### src/rtl/demux_dispatch_ctrl_pkg.sv
// Shared types and constants for the 1-to-4 demux dispatch controller.
// Holding-register states and channel-selection mode codes.
package demux_dispatch_ctrl_pkg;

  localparam int NUM_CH = 4;

  typedef enum logic {
    ST_EMPTY = 1'b0,
    ST_FULL  = 1'b1
  } state_t;

  localparam logic MODE_FIXED = 1'b0;
  localparam logic MODE_RR    = 1'b1;

endpackage

### src/rtl/demux_dispatch_ctrl_rr_pick4.sv
// Circular first-enabled search over 4 channels.
// Starts at ptr, wraps 3 -> 0.
module rr_pick4
  import demux_dispatch_ctrl_pkg::*;
(
  input  logic [3:0] en,
  input  logic [1:0] ptr,
  output logic [1:0] pick,
  output logic       found
);

  logic [1:0] idx;

  // Scan from farthest offset down so the nearest enabled channel wins.
  always_comb begin
    pick  = '0;
    found = 1'b0;
    idx   = '0;
    for (int k = NUM_CH - 1; k >= 0; k--) begin
      idx = ptr + 2'(k);
      if (en[idx]) begin
        pick  = idx;
        found = 1'b1;
      end
    end
  end

endmodule

### src/rtl/demux_dispatch_ctrl.sv
// Sequencing controller for a 1-to-4 demux: one holding register,
// fixed or round-robin steering, per-channel dispatch counters.
module demux_dispatch_ctrl
  import demux_dispatch_ctrl_pkg::*;
#(
  parameter int WIDTH = 8,
  parameter int CNT_W = 8
) (
  input  logic                      clk,
  input  logic                      rst_n,
  input  logic                      cfg_mode,
  input  logic [1:0]                cfg_sel,
  input  logic [3:0]                cfg_en,
  input  logic                      in_valid,
  output logic                      in_ready,
  input  logic [WIDTH-1:0]          in_data,
  output logic [3:0]                out_valid,
  input  logic [3:0]                out_ready,
  output logic [WIDTH-1:0]          out_data,
  output logic [NUM_CH*CNT_W-1:0]   dispatch_cnt
);

  state_t           state;
  logic [1:0]       tgt;
  logic [1:0]       rr_ptr;
  logic [CNT_W-1:0] cnt [NUM_CH];

  logic [1:0] rr_sel;
  logic       rr_found;
  logic [1:0] cand;
  logic       cand_ok;
  logic       full;
  logic       fire;
  logic       accept;

  rr_pick4 u_pick (
    .en    (cfg_en),
    .ptr   (rr_ptr),
    .pick  (rr_sel),
    .found (rr_found)
  );

  always_comb begin
    cand    = cfg_sel;
    cand_ok = cfg_en[cfg_sel];
    if (cfg_mode == MODE_RR) begin
      cand    = rr_sel;
      cand_ok = rr_found;
    end
  end

  assign full     = (state == ST_FULL);
  assign fire     = full && out_ready[tgt];
  assign in_ready = rst_n && cand_ok && (!full || fire);
  assign accept   = in_valid && in_ready;

  always_comb begin
    out_valid = '0;
    if (full) out_valid[tgt] = 1'b1;
  end

  always_ff @(posedge clk or negedge rst_n) begin
    if (!rst_n) begin
      state    <= ST_EMPTY;
      tgt      <= '0;
      rr_ptr   <= '0;
      out_data <= '0;
    end else if (accept) begin
      state    <= ST_FULL;
      tgt      <= cand;
      out_data <= in_data;
      if (cfg_mode == MODE_RR) rr_ptr <= cand + 2'd1;
    end else if (fire) begin
      state <= ST_EMPTY;
    end
  end

  always_ff @(posedge clk or negedge rst_n) begin
    if (!rst_n) begin
      for (int i = 0; i < NUM_CH; i++) cnt[i] <= '0;
    end else if (fire) begin
      cnt[tgt] <= cnt[tgt] + CNT_W'(1);
    end
  end

  always_comb begin
    dispatch_cnt = '0;
    for (int i = 0; i < NUM_CH; i++) begin
      dispatch_cnt[i*CNT_W +: CNT_W] = cnt[i];
    end
  end

endmodule

### config.mk
export PLATFORM = sky130hd
export DESIGN_NAME = demux_dispatch_ctrl
export DESIGN_NICKNAME = d
export VERILOG_FILES = /design/src/rtl/demux_dispatch_ctrl_pkg.sv /design/src/rtl/demux_dispatch_ctrl_rr_pick4.sv /design/src/rtl/demux_dispatch_ctrl.sv
export SDC_FILE = /design/constraint.sdc
export NUM_CORES = 1
export LEC_CHECK = 0
export CAP_MARGIN = 20
export CELL_PAD_IN_SITES_DETAIL_PLACEMENT = 0
export CELL_PAD_IN_SITES_GLOBAL_PLACEMENT = 1
export CORE_MARGIN = 5
export CORE_UTILIZATION = 33
export DETAILED_ROUTE_END_ITERATION = 10
export PLACE_DENSITY = 0.74
export SLEW_MARGIN = 20
export SYNTH_ARGS = -nofsm -noshare
export SYNTH_HDL_FRONTEND = slang
export SYNTH_SLANG_ARGS = --single-unit
export TNS_END_PERCENT = 20
### constraint.sdc
create_clock -name clk -period 1.9 [get_ports clk]
set_input_delay 0.19 -clock clk [delete_from_list [all_inputs] [get_ports clk]]
set_output_delay 0.19 -clock clk [all_outputs]
set_load 0.1 [all_outputs]
==> results.txt, run 1 <==
- Outcome: finished with violations
- The final reports fail on negative setup slack.
- TritonCTS Sinks: 45
- Total Neg Setup Slack: -1.35 ns
* Count of vias placed by the detailed router: 1753
- Global routing used 21.9% of the available met2 tracks.
- The synthesized design contains 45 register bits.
- TritonCTS built the clock tree.
- The die covers 0.00841 sq mm.
- Synthesized Nets: 211
- Placement Setup Slack: -0.274 ns
- Later-pin clock latency in the skew report: 0.29 ns
- After global routing, the most crowded layer is met2.
* Ratio of final minimum period to clock period: 110%
* Min cycle time layout: 2.08 ns
* Category of the worst setup path capture point: primary output
* Max-Slew Margin vs Limit: 61.1%
- Number of antenna repair diodes: 0
- The number of placed instances, taps included, is 353.
* Average cell area after synthesis: 11.7 sq um
* Number of global-route vias before repair: 1896
* Final routed DRC violation total: 0
* Transition time at the pin with the least slew margin: 0.584 ns
* Wire per inst: 15.7 um
* Number of filler cells placed in the layout: 579
* DIE WIDTH: 91.7 um
* Final hold slack: 0.0938 ns
* Number of buffers added by the clock tree synthesis step: 5
* Final routed wirelength across all metal layers: 5.71 mm
* Footprint of the multi-input gates: 0.00109 sq mm
- In this run, the number of DRC markers left after iteration 0 of detailed routing was 59.
- Antenna violations before repair: 0
* Met1 Track Usage GR: 20.3%
- Site Rows: 29
* Number of violations of the max-capacitance limit: 0
- For this run, the number of Yosys warnings is 0.
* Area occupied by registers: 0.00113 sq mm
- Layout-stage area growth over the synthesis result: 49.8%
- Category of the worst setup path launch point: register
* Overflow left after global routing: 0
- DR vias/cell: 4.83
- Post-detailed-route count of antenna-violating nets: 0
* Required time of the worst setup path: 1.71 ns
* H-tree depth reported by CTS: 2
- The count of buffers added on input and output ports is 66.
- In the global route stage, met3 resource usage came out at 4.17%.
- Area of the mapped netlist: 0.00220 sq mm
- GP Congestion: 0.749
- Across all setup checks in the final design, the least slack found is -0.185 ns.
- The number of hold-slack violations in the final timing report came to 0.
- Total Nets Final: 308
- Boundary Pins: 67
* Chip height: 91.7 um
* RSZ-0062 raised after global routing: yes
- Filler-free cell count of the finished design: 363
- For this run, the detailed router's first-pass iteration total came to 4.
* Combined global-route utilization of all metal layers: 14.4%
* Maximum frequency from static timing analysis: 480 MHz
- Root cell of the clock tree: clkbuf_8
- Placeable core region: 0.00642 sq mm
- Wire length of the first global-routing pass: 9.74 mm
- Crit path kind: reg2out
- Gate count after technology mapping: 188
- Detailed placement ended at an HPWL of 4.31 mm.
- The synthesized netlist contains 32 unique library cells.
- Entering global routing, the biggest net connects 46 pins.
* Final Max Slew Viols: 0
- Cells with a size suffix above 1 make up 47.9% of the layout.
- Of all nets on the critical path, the largest fanout is 2.
- Register area share after synthesis: 51.1%
* CP arrival: 1.89 ns
- Clock-pin slew was measured on the worst setup and hold paths at 0.08 ns.
- Across the routed clock network, the largest skew measured is 0.00506 ns.
* Final Setup Violations: 21
* Starting density of the core: 34.3%
- Class of the tightest hold or removal check: in2async
- Maximum count of clock buffers along a single path: 2
==> synth_stat cells (all sizes together) <==
library cell | n | share of area, %
or4b | 1 | 0.62
o21ai | 22 | 5.0
buf | 5 | 2.4
nand2 | 30 | 5.2
dfrtp | 45 | 51
nor3b | 1 | 0.34
nor2 | 16 | 2.8
o221ai | 3 | 1.5
nand3 | 3 | 0.91
a21o | 1 | 0.34
nor3 | 2 | 0.68
ha | 1 | 0.57
xnor2 | 4 | 1.6
and3 | 1 | 0.28
o22ai | 1 | 0.28
and2 | 1 | 0.28
inv | 6 | 1.0
clkbuf | 4 | 0.68
xor2 | 3 | 1.2
mux2i | 1 | 0.45
mux4 | 10 | 11
a21oi | 12 | 2.7
mux2 | 15 | 9.2
==> sequential cells by signal, summed over array words and instances, names as in the netlist <==
signal,flops
dispatch_cnt,32
out_data,8
rr_ptr,2
tgt,2
full,1
==> layout by cell type, fill, tap and decap left out, drive strengths merged, types with 2 or more instances in the layout <==
master         count
o221ai             3
nor3               2
mux2              15
xor2               3
dfrtp             45
a21oi             12
nand3              3
inv                6
xnor2              4
clkdlybuf4s50     20
buf               79
clkbuf             8
nor2              16
mux4              10
o21ai             22
nand2             30
==> through the flow <==
| step | utilization, % | area (sq um) |
|---|---|---|
| after floorplan | - | 2280 |
| after global placement | 48.8 | 3130 |
| after detailed placement | 48.8 | 3130 |
| after CTS | 50.9 | 3270 |
| after global routing | 51.4 | 3300 |
| final | 51.4 | 3300 |
==> logic make-up (layout without fill, tap and decap cells) <==
logic type | Yosys count | count (layout) | share of synthesized area, %
AND/OR/NAND/NOR | 55 | 55 | 11.2
AO/OA/AOI/OAI | 39 | 39 | 9.83
XOR/XNOR | 7 | 7 | 2.78
multiplexers | 26 | 26 | 20.4
adder cells (fa/ha/maj) | 1 | 1 | 0.568
flip-flops | 45 | 45 | 51.1
buffers and inverters | 15 | 113 | 4.09
==> path summary, 6_finish.rpt <==
| kind | start | end | slack, ns | cells after the start |
|---|---|---|---|---|
| min reg2reg | out_data[4] | out_data[4] | 0.52 | 1 |
| max in group asynchronous | rst_n | tgt[0] | 1.38 | 2 |
| min | rst_n | dispatch_cnt[20] | 0.09 | 2 |
| max reg2reg | tgt[0] | out_data[1] | -0.10 | 7 |
| min in group clk | rst_n | rr_ptr[1] | 0.39 | 4 |
| max | tgt[0] | in_ready | -0.18 | 6 |
==> worst max-delay path: stages (launching register included) <==
cell and delay [ns]:
dfrtp_2 0.38, buf_6 0.10, mux4_2 0.53, o221ai_4 0.25, nor2_4 0.07, buf_6 0.12
buf_12 0.15
==> cell type report <==
cell class	count	area share (%)
inverter	6	0.683
clock buffer	8	2.43
tap	77	2.92
multi-input combinational	128	33.1
timing repair buffer	99	26.5
sequential	45	34.4
==> routing by layer <==
layer	part of all wire, %	vias up
li1	-	854
met4	0.79	0
met3	6.8	6
met5	0	-
met2	44	55
met1	48	838
==> repair_timing <==
item	4_1_cts	5_1_grt
setup buffers	1	1
pin swaps	2	11
resized for setup	12	12
cloned	0	0
hold buffers	0	0
setup endpoints to repair	36	35
hold endpoints to repair	0	0
Power of run 1 is left out: the tool's default activity adds up to more than one toggle a clock period on the data nets, which glitch-free logic cannot reach.
==> run 2, diff against run 1 <==
CELL_PAD_IN_SITES_DETAIL_PLACEMENT = 2   (was 0)
CELL_PAD_IN_SITES_GLOBAL_PLACEMENT = 2   (was 1)
CORE_UTILIZATION = 26   (was 33)
PLACE_DENSITY = 0.71   (was 0.74)
==> results.txt, run 2 (synthesized netlist as in run 1, its figures left out) <==
- Outcome: finished with violations
* Violated checks: negative setup slack
* DIE WIDTH: 102 um (+11%)
* Clock-pin slew on the worst setup and hold paths: 0.10 ns (+0.02 ns)
* Crit path kind: reg2out
- Worst setup slack after layout: -0.105 ns (+0.0797 ns)
- Total iterations of the first detailed-routing run: 4 (unchanged)
* H-tree depth reported by CTS: 2 (unchanged)
- Detailed router's first-iteration violation count: 40 (-32%)
- The tree is rooted in a clkbuf_8.
- The max-slew violation count was 0 (unchanged).
- The minimum setup slack after placement came to -0.296 ns (-0.0217 ns).
- Relative to the synthesized area, the layout overhead comes to 59.3%.
* Max-Slew Margin vs Limit: 60.3% (-0.75 points)
- The number of max-capacitance violations reported was 0 (unchanged).
* Filler-free cell count of the finished design: 397 (+9.4%)
* Share of final-layout standard cells stronger than drive strength 1: 51.7% (+3.8 points)
- TritonCTS built the clock tree.
- Post-detailed-route count of antenna-violating nets: 0 (unchanged)
- Required time of the worst setup path: 1.71 ns (about the same)
* Combined global-route utilization of all metal layers: 14.3% (-0.10 points)
- In the layout the commonest cells are 70 x buf_4, 38 x dfrtp_1, 25 x nand2_1.
* HPWL after detailed placement: 5.39 mm (+25%)
* Site Rows: 33 (+14%)
- Maximum number of pins on one net before global-route repair: 46 (unchanged)
- The y dimension of the die came to 102 um (+11%).
* Hold Fails Final Rpt: 0 (unchanged)
- Maximum count of clock buffers along a single path: 2 (unchanged)
- The logic depth of the worst register-to-register path was 8 (+1).
* Final routed DRC violation total: 0 (unchanged)
* Internal reg-to-reg setup slack: -0.01 ns (+0.09 ns)
* Overflow left after global routing: 0 (unchanged)
* Port Buffers: 66 (unchanged)
- The count of boundary I/O pins is 67 (unchanged).
- The core area was 0.00822 sq mm (+28%).
* Number of cells after detailed placement: 382 (+8.2%)
- DR vias/cell: 4.75 (-1.6%)
- Most common cell after layout, fill and taps aside: buf_4
* Final Setup Violations: 4 (-81%)
* Count of vias placed by the detailed router: 1886 (+7.6%)
* Category of the worst setup path capture point: primary output
- CP arrival: 1.81 ns (-0.08 ns)
- The routed wirelength normalized by instance count is 18.2 um (+15%).
- The post-route clock period utilization was 106% (-4.2 points).
- Total Neg Setup Slack: -0.120 ns (+1.23 ns)
- Full die area: 0.0104 sq mm (+24%)
- GP Congestion: 0.815 (+8.8%)
* Starting density of the core: 26.8% (-7.5 points)
- Maximum frequency from static timing analysis: 499 MHz (+4.0%)
- The number of global-route vias before repair came to 2122 (+12%).
* Clock Skews: 0.0168 ns (+0.0117 ns)
- The antenna cell count is 0 (unchanged).
- TritonCTS Sinks: 45 (unchanged)
* Total Nets Final: 314 (+1.9%)
- The endpoint identified for the worst register-to-register timing path is dispatch_cnt[13].
* Wire length of the first global-routing pass: 11.4 mm (+17%)
* Class of the tightest hold or removal check: in2async
- Later-pin clock latency in the skew report: 0.31 ns (+0.02 ns)
- The number of hold-repair buffers added at the cts stage is 0 (unchanged).
- Antenna violations before repair: 0 (unchanged)
* Category of the worst setup path launch point: register
- Crit-path max FO: 3 (+1)
- The actual transition at the worst max-transition pin was 0.595 ns (+0.0112 ns).
* Number of buffers added by the clock tree synthesis step: 5 (unchanged)
- The final critical path time including I/O delays and setup came to 2.00 ns (-0.0797 ns).
* Share of the core filled with cells: 42.7% (-8.7 points)
- The worst register-to-register path begins at tgt[0].
* Number of flip-flops under the largest register name: 32 (unchanged)
- Setup repair after global routing could not meet its margin everywhere.
- Final routed wirelength across all metal layers: 7.21 mm (+26%)
run 2: cell type report:
cell class,instances,area (sq um)
fill,837,4710
multi-input combinational,128,1150
sequential,45,1130
timing repair buffer,105,957
tap,105,131
clock buffer,6,72.6
clock inverter,2,35.0
inverter,6,22.5
run 2: worst max-delay path by stage:
| stage | from | to | slack (ns) |
|---|---|---|---|
| 2_1_floorplan | tgt[0] | dispatch_cnt[1] | -0.33 |
| 3_3_place_gp | tgt[0] | dispatch_cnt[22] | -0.26 |
| 3_5_place_dp | tgt[0] | dispatch_cnt[20] | -0.30 |
| 4_1_cts | tgt[0] | in_ready | -0.11 |
| 5_1_grt | tgt[0] | in_ready | -0.16 |
| 6_report | tgt[0] | in_ready | -0.10 |
run 2: repair_timing:
item	4_1_cts	5_1_grt
gates resized for setup	29	18
hold endpoints to repair	0	0
setup endpoints to repair	40	34
pin swaps	8	12
setup buffers	3	5
cloned	0	0
run 2: per-stage QoR:
| step | hold slack, ns | area [sq um] |
|---|---|---|
| finish | 0.0321 | 3510 |
| global route | 0.0855 | 3510 |
| CTS | 0.0635 | 3410 |
| detailed placement | 0.381 | 3190 |
| global placement | 0.381 | 3190 |
| floorplan | -0.106 | 2280 |
run 2: routing by layer:
layer,GRT usage [%],part of all wire [%],up-vias,routed length (um)
li1,-,-,863,-
met1,16.9,41,975,2920
met2,26.2,54,43,3900
met3,3.14,4.4,5,314
met4,3.33,1.1,0,76
met5,0,0,-,0
run 2: worst max-delay path: stages, from the launching register on:
cell	delay [ns]
dfrtp_2	0.40
mux4_2	0.55
o221ai_4	0.23
nor2_4	0.06
buf_6	0.12
buf_12	0.15
Power of run 2 is left out for the same reason.
==> run 3, diff against run 2 <==
SETUP_SLACK_MARGIN = 0.15   (was not set)
==> results.txt, run 3 (synthesized netlist as in run 1, its figures left out) <==
* Final hold slack: 0.0584 ns (+0.0263 ns)
- The worst path setup slack after routing came to -0.129 ns (-0.0244 ns).
- The delay of the slowest cell on the worst path was 0.56 ns (about the same).
- Number of antenna repair diodes: 0 (unchanged)
- Min cycle time layout: 2.03 ns (+0.0244 ns)
* Crit-path max FO: 2 (-1)
* Transition time at the pin with the least slew margin: 0.586 ns (-0.00899 ns)
* Clock-pin slew on the worst setup and hold paths: 0.09 ns (about the same)
* Maximum number of pins on one net before global-route repair: 46 (unchanged)
- The tree is rooted in a clkbuf_8.
- The library cell used most frequently in the layout, excluding fill and tap cells, is buf_4.
* Fraction of met2 tracks used by global routing: 26.4% (+0.15 points)
- Cell-by-cell listing of the critical path: mux4_2, o221ai_4, nor2_4, buf_6, buf_12
* Share of final-layout standard cells stronger than drive strength 1: 52.6% (+0.86 points)
- Chip height: 102 um (unchanged)
- In this run the worst hold path is classified as in2async.
- The kind of cell with the highest combined delay along the critical path is multiplexers.
- The met3 capacity usage during global routing is 3.14% (unchanged).
- Worst r2r path cells: 7 (-1)
* Number of violations of the max-capacitance limit: 0 (unchanged)
* Count of vias placed by the detailed router: 1896 (+0.53%)
- Outcome: finished with violations
* Clock Skews: 0.0158 ns (-0.000979 ns)
- The placed instance count was 382 (unchanged).
* Max-Slew Margin vs Limit: 60.9% (+0.60 points)
- The final antenna-violating net count came to 0 (unchanged).
- The sum of routed wire length over all layers was 7.27 mm (+0.79%).
* Startpoint of the worst-slack reg-to-reg timing path: tgt[0]
* DR vias/cell: 4.79 (+0.78%)
- Number of flip-flops under the largest register name: 32 (unchanged)
- TritonCTS Sinks: 45 (unchanged)
- In the layout the commonest cells are 67 x buf_4, 38 x dfrtp_1, 24 x nand2_1.
- Max stage delay cell, worst path: mux4_2
- met2 is the most crowded layer.
* Filler-free cell count of the finished design: 396 (-0.25%)
* CTS tree: yes
- The buffers plus inverters on the worst setup path came to 2 (unchanged).
- Wire length of the first global-routing pass: 11.3 mm (-0.31%)
* Number of buffers added by the clock tree synthesis step: 5 (unchanged)
- Crit path kind: reg2out
- HPWL after detailed placement: 5.39 mm (unchanged)
* Later-pin clock latency in the skew report: 0.31 ns (about the same)
* Met1 Track Usage GR: 16.8% (-0.035 points)
- Maximum count of clock buffers along a single path: 2 (unchanged)
* Worst reg2reg path endpoint: out_data[4]
* RSZ-0062 raised after global routing: yes
* GP Congestion: 0.815 (unchanged)
* Violated checks: negative setup slack
- Internal reg-to-reg setup slack: -0.13 ns (-0.12 ns)
- Combined global-route utilization of all metal layers: 14.3% (+0.031 points)
- Wire per inst: 18.3 um (+1.0%)
* Full die area: 0.0104 sq mm (unchanged)
* Placeable core region: 0.00822 sq mm (unchanged)
* Port Buffers: 66 (unchanged)
- DIE WIDTH: 102 um (unchanged)
- The critical path data arrival time came to 1.84 ns (+0.03 ns).
- The fmax is 493 MHz (-1.2%).
* Total iterations of the first detailed-routing run: 4 (unchanged)
* Number of global-route vias before repair: 2108 (-0.66%)
- Site Rows: 33 (unchanged)
- The number of failing setup endpoints in the final timing report was 29 (+25).
* Category of the worst setup path capture point: primary output
- Ratio of final minimum period to clock period: 107% (+1.3 points)
- The number of nets at the end of the flow was 313 (-0.32%).
- Final Max Slew Viols: 0 (unchanged)
- Antenna violations before repair: 0 (unchanged)
* Layout-stage area growth over the synthesis result: 60.2%
- Hold Fails Final Rpt: 0 (unchanged)
- Boundary Pins: 67 (unchanged)
- Overflow left after global routing: 0 (unchanged)
* Placement Setup Slack: -0.296 ns (unchanged)
* Category of the worst setup path launch point: register
* H-tree depth reported by CTS: 2 (unchanged)
- Hold buffer count at CTS: 0 (unchanged)
* Final routed DRC violation total: 0 (unchanged)
- Required time of the worst setup path: 1.71 ns (about the same)
- The final sum of negative setup slack is -2.05 ns (-1.93 ns).
- The initial DRC count was 38 (-5.0%).
- Starting density of the core: 26.8% (unchanged)
[run 3: cell types whose count changed in the layout (fill, tap and decap cells not counted), sizes merged]
cell / change
buf: -1
[run 3: worst max-delay path by stage]
| stage | start | to | slack, ns | depth (start not counted) |
|---|---|---|---|---|
| 6_report | tgt[0] | in_ready | -0.13 | 5 |
| 4_1_cts | tgt[0] | in_ready | -0.13 | 5 |
| 5_1_grt | tgt[0] | out_data[5] | -0.20 | 7 |
| 3_3_place_gp | tgt[0] | dispatch_cnt[22] | -0.26 | 6 |
| 3_5_place_dp | tgt[0] | dispatch_cnt[20] | -0.30 | 5 |
| 2_1_floorplan | tgt[0] | dispatch_cnt[1] | -0.33 | 6 |
[run 3: timing repair]
item                                    4_1_cts  5_1_grt
gates resized for setup                      38       15
endpoints found under the setup margin       45       45
setup buffers                                 4        2
gates cloned                                  0        0
pin swaps                                    11       18
[run 3: cell type report]
class | count | area (sq um)
tap | 105 | 131
multi-input combinational | 128 | 1160
sequential | 45 | 1130
fill | 840 | 4690
inverter | 6 | 22.5
clock inverter | 2 | 35.0
timing repair buffer | 104 | 975
clock buffer | 6 | 72.6
[run 3: metrics by stage]
step / util, % / cell area [sq um]
global route: 42.9 / 3530
global placement: 38.8 / 3190
finish: 42.9 / 3530
floorplan: - / 2280
CTS: 42.1 / 3460
detailed placement: 38.8 / 3190
[run 3: metal layers]
metal / vias up / routed length, um
met5: - / 0
met4: 0 / 57
met3: 4 / 324
met2: 45 / 4010
met1: 974 / 2880
li1: 873 / -
Power of run 3 is left out for the same reason.
